[src/rtl/arith_pkg.sv]
// Shared definitions for the sequential arithmetic blocks (multiplier, divider).
package arith_pkg;

  // Handshake state sequence common to all start/done arithmetic blocks.
  typedef enum logic [1:0] {
    ST_IDLE = 2'd0,
    ST_BUSY = 2'd1,
    ST_DONE = 2'd2
  } arith_state_e;

  // A product of two W-bit operands needs twice the operand width.
  localparam int ARITH_RESULT_SCALE = 2;

  // Result/accumulator width for a given operand width.
  function automatic int arith_result_width(input int width);
    return ARITH_RESULT_SCALE * width;
  endfunction

endpackage

[src/rtl/shift_add_multiplier.sv]
// Sequential shift-and-add multiply-accumulate: o_result = A * B + C.
// One multiplier bit is consumed per BUSY cycle, LSB first; the addend is
// preloaded into the accumulator so no extra add step is needed at the end.
module shift_add_multiplier
  import arith_pkg::*;
#(
  parameter int WIDTH = 4
) (
  input  logic                                  i_clk,
  input  logic                                  i_rst,
  input  logic                                  i_start,
  input  logic [WIDTH-1:0]                      i_multiplicand,
  input  logic [WIDTH-1:0]                      i_multiplier,
  input  logic [WIDTH-1:0]                      i_addend,
  output logic                                  o_busy,
  output logic                                  o_done,
  output logic [arith_result_width(WIDTH)-1:0]  o_result
);

  localparam int RW = arith_result_width(WIDTH);
  localparam int CW = $clog2(WIDTH) + 1;
  localparam logic [CW-1:0] LAST_COUNT = CW'(WIDTH - 1);

  arith_state_e    r_state;
  logic [RW-1:0]   r_acc;
  logic [RW-1:0]   r_mcand;
  logic [WIDTH-1:0] r_mplier;
  logic [CW-1:0]   r_count;
  logic            r_busy;
  logic            r_done;
  logic [RW-1:0]   r_result;

  arith_state_e    w_state_nxt;
  logic [RW-1:0]   w_acc_nxt;
  logic [RW-1:0]   w_mcand_nxt;
  logic [WIDTH-1:0] w_mplier_nxt;
  logic [CW-1:0]   w_count_nxt;
  logic            w_busy_nxt;
  logic            w_done_nxt;
  logic [RW-1:0]   w_result_nxt;
  logic [RW-1:0]   w_partial;
  logic [RW-1:0]   w_acc_sum;

  // Partial product for the current multiplier bit and the accumulator update.
  always_comb begin
    w_partial = '0;
    if (r_mplier[0]) begin
      w_partial = r_mcand;
    end else begin
      w_partial = '0;
    end
    w_acc_sum = r_acc + w_partial;
  end

  // FSM and datapath next-state; o_result is only rewritten on the final BUSY edge.
  always_comb begin
    w_state_nxt  = r_state;
    w_acc_nxt    = r_acc;
    w_mcand_nxt  = r_mcand;
    w_mplier_nxt = r_mplier;
    w_count_nxt  = r_count;
    w_busy_nxt   = r_busy;
    w_done_nxt   = 1'b0;
    w_result_nxt = r_result;
    case (r_state)
      ST_IDLE: begin
        if (i_start) begin
          w_acc_nxt    = {{WIDTH{1'b0}}, i_addend};
          w_mcand_nxt  = {{WIDTH{1'b0}}, i_multiplicand};
          w_mplier_nxt = i_multiplier;
          w_count_nxt  = '0;
          w_busy_nxt   = 1'b1;
          w_state_nxt  = ST_BUSY;
        end else begin
          w_busy_nxt   = 1'b0;
          w_state_nxt  = ST_IDLE;
        end
      end
      ST_BUSY: begin
        // Always run the full WIDTH iterations so latency is data-independent.
        w_acc_nxt    = w_acc_sum;
        w_mcand_nxt  = {r_mcand[RW-2:0], 1'b0};
        w_mplier_nxt = {1'b0, r_mplier[WIDTH-1:1]};
        w_count_nxt  = r_count + {{(CW-1){1'b0}}, 1'b1};
        if (r_count == LAST_COUNT) begin
          w_result_nxt = w_acc_sum;
          w_done_nxt   = 1'b1;
          w_state_nxt  = ST_DONE;
        end else begin
          w_state_nxt  = ST_BUSY;
        end
      end
      ST_DONE: begin
        w_busy_nxt  = 1'b0;
        w_state_nxt = ST_IDLE;
      end
      default: begin
        w_busy_nxt  = 1'b0;
        w_state_nxt = ST_IDLE;
      end
    endcase
  end

  // State and datapath registers; reset clears everything including the result.
  always_ff @(posedge i_clk or posedge i_rst) begin
    if (i_rst) begin
      r_state  <= ST_IDLE;
      r_acc    <= '0;
      r_mcand  <= '0;
      r_mplier <= '0;
      r_count  <= '0;
      r_busy   <= 1'b0;
      r_done   <= 1'b0;
      r_result <= '0;
    end else begin
      r_state  <= w_state_nxt;
      r_acc    <= w_acc_nxt;
      r_mcand  <= w_mcand_nxt;
      r_mplier <= w_mplier_nxt;
      r_count  <= w_count_nxt;
      r_busy   <= w_busy_nxt;
      r_done   <= w_done_nxt;
      r_result <= w_result_nxt;
    end
  end

  assign o_busy   = r_busy;
  assign o_done   = r_done;
  assign o_result = r_result;

endmodule

[config.mk]
export PLATFORM = sky130hd
export DESIGN_NAME = shift_add_multiplier
export DESIGN_NICKNAME = d
export VERILOG_FILES = /design/src/rtl/arith_pkg.sv /design/src/rtl/shift_add_multiplier.sv
export SDC_FILE = /design/constraint.sdc
export NUM_CORES = 1
export LEC_CHECK = 0
export CAP_MARGIN = 20
export CORE_UTILIZATION = 30
export CTS_CLUSTER_SIZE = 16
export DETAILED_ROUTE_END_ITERATION = 12
export PLACE_DENSITY = 0.59
export SYNTH_ARGS = -nofsm -noshare
export SYNTH_HDL_FRONTEND = slang
export SYNTH_SLANG_ARGS = --single-unit
[constraint.sdc]
create_clock -name i_clk -period 2.32 [get_ports i_clk]
set_input_delay 0.696 -clock i_clk [delete_from_list [all_inputs] [get_ports i_clk]]
set_output_delay 0.696 -clock i_clk [all_outputs]
set_load 0.02 [all_outputs]
# == After elaboration in Yosys (flattened, before gate mapping) ==
# Cells that the tools add are included.
# W data, S select, Z words.
# word_totals
reg_bits,35
in_bits,15
output_inout_bits,10
elab_cells,33
# op_classes
n_addsub,2
n_eq_ne,3
mux,16
reduce_logical,4
# op_table
cell,count
$pmux W8 S2,2
$mux W8,3
$add A8 B8 Y8,1
$pmux W4 S2,1
$pmux W3 S2,1
$mux W1,4
$mux W4,1
$pmux W2 S2,1
$reduce_and A2 Y1,2
$add A3 B1 Y3 const B,1
$eq A3 B2 Y1 const B,1
$mux W3,1
$eq A2 B1 Y1 const B,1
$logic_not A2 Y1,1
$mux W2,1
$ne A2 B2 Y1 const B,1
$pmux W1 S2,1
$reduce_bool A2 Y1,1

# == Depth between registers and ports, before layout ==
# Gate-level depths: netlist of the first run.
# depth
word_depth,3
mapped_depth,9
ltp_nobuf,9

# == Worst setup path after synthesis of the first run ==
# OpenSTA, ideal clock, no wires.
# synth_timing
path_kind,register to register
startpoint,register r_mplier[0]
endpoint,register r_result[6] (netlist: o_result[6])
setup_time_ns,0.095
t_arrival_ns,1.880
required_time_ns,2.225
setup_slack_ns,0.345
stages_incl_launch_ff,10
path_buffers,0
synth_period_minus_slack_ns,1.975
path_cell_list,dfrtp_1 > and2_1 > ha_1 > inv_1 > fa_1 > nor2b_4 > o31a_1 > o21a_1 > o21a_1 > o31ai_1
# synth_between
elab_chain_len,2
# synth_lines
item,line,text
"start, declared",shift_add_multiplier.sv:27,logic [WIDTH-1:0] r_mplier;
"start signal, assigned",shift_add_multiplier.sv:119,r_mplier <= w_mplier_nxt;
$mux W8,shift_add_multiplier.sv:47,if (r_mplier[0]) begin
$add A8 B8 Y8,shift_add_multiplier.sv:52,w_acc_sum = r_acc + w_partial;
"end signal, assigned",shift_add_multiplier.sv:123,r_result <= w_result_nxt;
"end, declared",shift_add_multiplier.sv:31,logic [RW-1:0] r_result;
# No other way between the ends.
# A chain may end at the register's enable or synchronous reset.

# == Final worst setup path of the first run ==
# Same ends and word-level chain as after synthesis.

==> results.json, run 1 <==
{
  "clkTransAtPathRegs_ns": 0.08,
  "area_growth_pct": 25.38,
  "layout_setup_ws_ns": 0.1718,
  "dp_slack_ns": 0.1978,
  "yosysSeqAreaShare_pct": 49.03,
  "switching_share_pct": 38.60,
  "drive_above_1_share_pct": 9.709,
  "cp_common_cell": "o21a_1",
  "setup_viol": 0,
  "cp_max_fo": 9,
  "dieArea_um2": 6093,
  "ys_async_sr_fraction_pct": 100.0,
  "clkLatencyLatePin_ns": 0.29,
  "routed_wl_um": 3650,
  "grt_antenna_before_repair": 0,
  "worst-setup-path-type": "reg -> reg",
  "rsz0062_at_grt": "no",
  "max_slew.worst_pin.slew_ns": 0.5023,
  "drtIter0Drc": 80,
  "wl_met1_um": 1774,
  "post_cts_buffers": 0,
  "top_layer": "met4",
  "cts_sinks": 34,
  "cts_hold_buf": 0,
  "yosys-top-cells-area": "dfrtp_1 49%, ha_1 6.5%, o21ai_0 5.8%",
  "yosys.cell_types.count": 31,
  "yosysTopAreaCellShare_pct": 49.03,
  "synth_area_per_cell_um2": 9.917,
  "finalCriticalPeriod_ns": 2.148,
  "placementRows": 27,
  "ys_warn_count": 0,
  "multi_input_area_um2": 832.0,
  "seqPwrFrac_pct": 37.1,
  "fmax_mhz": 465.5,
  "syn_nets": 200,
  "rr_worst_depth": 9,
  "gp_congestion": 0.7712,
  "synthesis.area_um2": 1735,
  "grt_pass1_wl_um": 6417,
  "drc": 0,
  "r2r-end": "o_result[6]",
  "slew_headroom_pct": 66.44,
  "switchingPower_mw": 1.016,
  "nets": 230,
  "status": "completed",
  "cp-start-kind": "flop",
  "p_int_mw": 1.616,
  "grt_pass1_vias": 1315,
  "die-height_um": 78.06,
  "required_ns": 2.51,
  "register_area_um2": 850.8,
  "cts.path.max_buffers": 2,
  "hp-start": "r_mplier[1]",
  "io_pins": 25,
  "leakage_nw": 0.9756,
  "initial_core_util_pct": 31.32,
  "dp.cells": 270,
  "antenna_cells": 0,
  "tritoncts": "yes",
  "htreeDepth": 2,
  "synth_edf_count": 0,
  "synth_flop_cell": "dfrtp_1",
  "gr-usage-all-layers_pct": 13.70,
  "power_frac_clock_pct": 17.6,
  "slew_violations": 0,
  "met3WireLength_um": 116,
  "r2r_setup_slack_ns": 0.17,
  "hold_viol_final": 0,
  "io_buffers": 24,
  "synthCells": 175,
  "cts-resized-gates": 0,
  "dp_hpwl_um": 2548,
  "skew_ns": 0.009644,
  "pwr-share-comb_pct": 45.3,
  "postRouteAntennaNets": 0,
  "peakVddDrop_v": 0.0004214,
  "vias": 1336,
  "crit_path_max_incr_delay_ns": 0.46,
  "powerDensity_nw_per_um2": 1209,
  "finalNonFillerCells": 278,
  "hold_end": "r_mplier[1]",
  "root_buffer": "clkbuf_8",
  "end_kind": "flop",
  "path_cells": "and2_1 -> ha_1 -> inv_1 -> fa_1 -> nor2b_4 -> o31a_1 -> o21a_1 -> o21a_1 -> o31ai_1",
  "reg2reg_from": "r_mplier[0]",
  "route.met2.wl_um": 1707,
  "dr.pass1.iters": 4,
  "setup-tns-final_ns": 0,
  "arrival_ns": 2.34,
  "design.core.area_um2": 5540,
  "yosysTopAreaCell": "dfrtp_1",
  "cap_violations": 0,
  "worst_hold_path_type": "reg -> reg",
  "ys_ff_latch": 34,
  "slowest_stage": "dfrtp_1",
  "grt_max_degree": 35,
  "fp.dieW_um": 78.06,
  "routed_via_density": 4.806,
  "grt_overflow": 0,
  "fillCellCount": 583,
  "cts_buffers": 5,
  "hold_path_depth": 2,
  "finalCritPeriodShare_pct": 92.60,
  "wl_per_cell_um": 13.13
}
[power groups by stage]
stage	clock [mW]	combinational (mW)	sequential (mW)
2_1_floorplan	0	0.714	1.06
3_5_place_dp	0	1.20	0.990
4_1_cts	0.472	1.21	0.982
6_report	0.464	1.19	0.976
3_3_place_gp	0	1.19	0.986
5_1_grt	0.504	1.36	1.01
[registers in the layout, summed over array words and instances, names as in the netlist]
register	flops
r_state	1
o_result	8
o_busy	1
r_acc	8
r_mcand	8
r_mplier	4
r_count	3
o_done	1
[worst max path at each step]
stage          depth (start not counted)          end         from  slack [ns]
5_1_grt                                9     r_acc[6]  r_mplier[0]        0.03
6_report                               9  o_result[6]  r_mplier[0]        0.17
3_3_place_gp                           5     r_acc[3]      i_start        0.25
4_1_cts                                9  o_result[6]  r_mplier[0]        0.15
3_5_place_dp                           9  o_result[6]  r_mplier[0]        0.20
2_1_floorplan                          9  o_result[6]  r_mplier[0]        0.34
[critical path: cells and delay by family (launching register included)]
family / cells / cell delay [ns]
AOI/OAI and AO/OA: 4 / 0.83
DFF: 1 / 0.46
adders and majority gates: 2 / 0.45
and+or+nand+nor: 2 / 0.22
buffers and inverters: 1 / 0.07
[Yosys cell counts, types with 3 or more instances]
| cell | number |
|---|---|
| a21oi_1 | 10 |
| a22o_1 | 6 |
| a31oi_1 | 7 |
| and2_1 | 13 |
| clkbuf_1 | 7 |
| dfrtp_1 | 34 |
| ha_1 | 9 |
| inv_1 | 6 |
| mux2_2 | 4 |
| nand2_1 | 26 |
| nor2_1 | 5 |
| o21a_1 | 3 |
| o21ai_0 | 20 |
| xor2_1 | 3 |
[per-layer routing]
metal	track usage, %	vias to the layer above
met2	21.40	22
li1	-	668
met3	3.837	6
met1	18.05	640
met5	0	-
met4	5.000	0
[metrics by stage]
stage                     power, mW  hold WS, ns  utilization, %  cell area (um2)
after floorplan               1.778       0.4418               -             1735
after global placement        2.174       0.4545           37.62             2085
after detailed placement      2.195       0.4645           37.62             2085
after CTS                     2.669       0.4821           39.27             2176
after global routing          2.871       0.5039           39.27             2176
final                         2.631       0.4815           39.27             2176
[area by class of cell]
class / instances / area share (%)
Clock buffer: 7 / 3.968
Tap cell: 72 / 4.140
Timing Repair Buffer: 30 / 13.11
Multi-Input combinational cell: 127 / 38.24
Sequential cell: 34 / 39.10
Clock inverter: 1 / 0.2300
Inverter: 7 / 1.208
[cells by family after synthesis]
group           synth area share, %
buf+inv                       3.028
xor+xnor                      2.524
simple gates                  15.00
compound gates                19.61
mux                           3.172
fa+ha+maj                     7.643
flops                         49.03
[placed cells by master (no fill, tap or decap), types with 2 or more instances in the layout]
cell type        netlist  layout
xnor2_1                2       2
o21a_1                 3       3
clkbuf_8               0       6
xor2_1                 3       3
buf_4                  0       6
nor2b_1                2       2
o31ai_1                2       2
mux2_2                 4       4
o21bai_1               2       2
ha_1                   9       9
inv_1                  6       6
a22o_1                 6       6
a21oi_1               10      10
clkdlybuf4s50_1        0      24
nor2_1                 5       5
dfrtp_1               34      34
o21ai_0               20      20
nand2b_1               2       2
and2_1                13      13
a31oi_1                7       7
nand2_1               26      26
No activity file was read; power rests on OpenSTA's default activity.
==> run 2: changes to the inputs <==
- CORE_UTILIZATION: 30 -> 31
- PLACE_DENSITY: 0.59 -> 0.6
- REMOVE_ABC_BUFFERS: default -> 1
==> run 2 against run 1 <==
  * Non-clock buffer count is 1 higher
  * Critical path depth is the same
  * Clock skew fell by 0.0033 ns
  * Cell count decreased by 0.36%
  * Wire length decreased by 4.0%
  * Total power shrank 0.67%
  * Clock power down 4.3%
  * Core utilization increased by 2.4 points
  * Fmax rose by 0.34%
  * Setup slack improved by 0.0072 ns
  * Critical path type unchanged
  * Critical endpoint unchanged
  * Largest power group unchanged
==> results.json, run 2 (synthesis gave the netlist of run 1 again) <==
{
  "status": "completed",
  "vias": 1322,
  "grt_pass1_vias": 1239,
  "crit_path_max_incr_delay_ns": 0.45,
  "register_area_um2": 850.8,
  "pwr-share-comb_pct": 45.6,
  "grt_overflow": 0,
  "slew_violations": 0,
  "power_frac_clock_pct": 17.0,
  "dieArea_um2": 5901,
  "final_common_cell": "dfrtp_1",
  "cap_violations": 0,
  "routed_via_density": 4.773,
  "switching_share_pct": 38.20,
  "fillCellCount": 537,
  "seqPwrFrac_pct": 37.4,
  "switchingPower_mw": 0.9985,
  "io_buffers": 24,
  "nets": 231,
  "cp-start-kind": "flop",
  "hold_viol_final": 0,
  "gr-usage-all-layers_pct": 12.64,
  "cp_max_fo": 9,
  "dp.cells": 269,
  "dr.pass1.iters": 4,
  "drive_above_1_share_pct": 10.14,
  "multi_input_area_um2": 832.0,
  "routed_wl_um": 3504,
  "cts_sinks": 34,
  "rsz0062_at_grt": "no",
  "max_slew.worst_pin.slew_ns": 0.5165,
  "cts.path.max_buffers": 2,
  "clkTransAtPathRegs_ns": 0.07,
  "arrival_ns": 2.33,
  "cts_hold_buf": 0,
  "powerDensity_nw_per_um2": 1198,
  "grt_max_degree": 35,
  "htreeDepth": 2,
  "required_ns": 2.51,
  "final_cell_mix": "34 x dfrtp_1, 26 x nand2_1, 24 x clkdlybuf4s50_1",
  "worst-path-buf-inv": 1,
  "gp_congestion": 0.7990,
  "path_cells": "and2_1 -> ha_1 -> inv_1 -> fa_1 -> nor2b_4 -> o31a_1 -> o21a_1 -> o21a_1 -> o31ai_1",
  "root_buffer": "clkbuf_8",
  "skew_ns": 0.006313,
  "clkLatencyLatePin_ns": 0.28,
  "post-route-util_pct": 41.64,
  "fmax_mhz": 467.1,
  "wl_per_cell_um": 12.65,
  "finalCriticalPeriod_ns": 2.141,
  "io_pins": 25,
  "placementRows": 26,
  "peakVddDrop_v": 0.0005645,
  "post_cts_buffers": 0,
  "initial_core_util_pct": 33.13,
  "p_int_mw": 1.615,
  "slowest_stage": "dfrtp_1",
  "dp_hpwl_um": 2464,
  "setup_viol": 0,
  "cts-resized-gates": 0,
  "slew_headroom_pct": 65.49,
  "setup-tns-final_ns": 0,
  "postRouteAntennaNets": 0,
  "area_growth_pct": 25.67,
  "grt_pass1_wl_um": 5906,
  "drc": 0,
  "worst-setup-path-type": "reg -> reg",
  "finalNonFillerCells": 277,
  "drtIter0Drc": 72,
  "fp.dieW_um": 76.82,
  "end_kind": "flop",
  "tritoncts": "yes",
  "cts_buffers": 5,
  "worst_hold_path_type": "reg -> reg",
  "die-height_um": 76.82,
  "grt_antenna_before_repair": 0,
  "critPathTopFamily": "compound AO/OA/AOI/OAI gates",
  "leakage_nw": 0.9804,
  "finalCritPeriodShare_pct": 92.28,
  "p_total_mw": 2.614,
  "antenna_cells": 0,
  "design.core.area_um2": 5238,
  "hold_slack_ns": 0.4730,
  "cp_common_cell": "o21a_1"
}
run 2: cell type report:
| cell class | count | area share, % |
|---|---|---|
| Clock buffer | 7 | 3.959 |
| Clock inverter | 1 | 0.2295 |
| Multi-Input combinational cell | 127 | 38.15 |
| Tap cell | 70 | 4.016 |
| Inverter | 7 | 1.205 |
| Timing Repair Buffer | 31 | 13.43 |
| Sequential cell | 34 | 39.01 |
run 2: tightest hold or removal path, cell delays in order, from the launching register on:
cell and delay [ns]:
dfrtp_1 0.34, nand2_1 0.04, o21ai_0 0.06
run 2: routing by layer:
metal	global-route usage, %	wire length, um	share of wire [%]
met5	0	0	0
met1	16.47	1696	48
met3	3.690	158	4.5
met4	3.462	22	0.63
met2	20.27	1626	46
run 2: power by group through the flow:
stage	clock network [mW]	registers [mW]	logic, mW
after floorplan	0	1.08	0.671
after global placement	0	0.988	1.20
after detailed placement	0	0.992	1.20
after CTS	0.458	0.982	1.20
after global routing	0.480	1.01	1.33
final	0.444	0.978	1.19
run 2: per-stage QoR:
stage	area, um2	worst slack (ns)
floorplan	1709	0.3442
global placement	2090	0.2450
detailed placement	2090	0.2042
CTS	2181	0.1713
global route	2181	0.04365
finish	2181	0.1790
run 2: path summary, 6_finish.rpt:
check                             from           to  slack (ns)  depth (start not counted)
setup reg to reg           r_mplier[0]  o_result[6]        0.18                          9
hold / removal             r_mplier[1]  r_mplier[1]        0.47                          2
max in group asynchronous        i_rst   r_mcand[4]        1.17                          3
min in group asynchronous        i_rst  o_result[7]        0.82                          3
setup / recovery           r_mplier[0]  o_result[6]        0.18                          9
hold reg to reg            r_mplier[1]  r_mplier[1]        0.47                          2
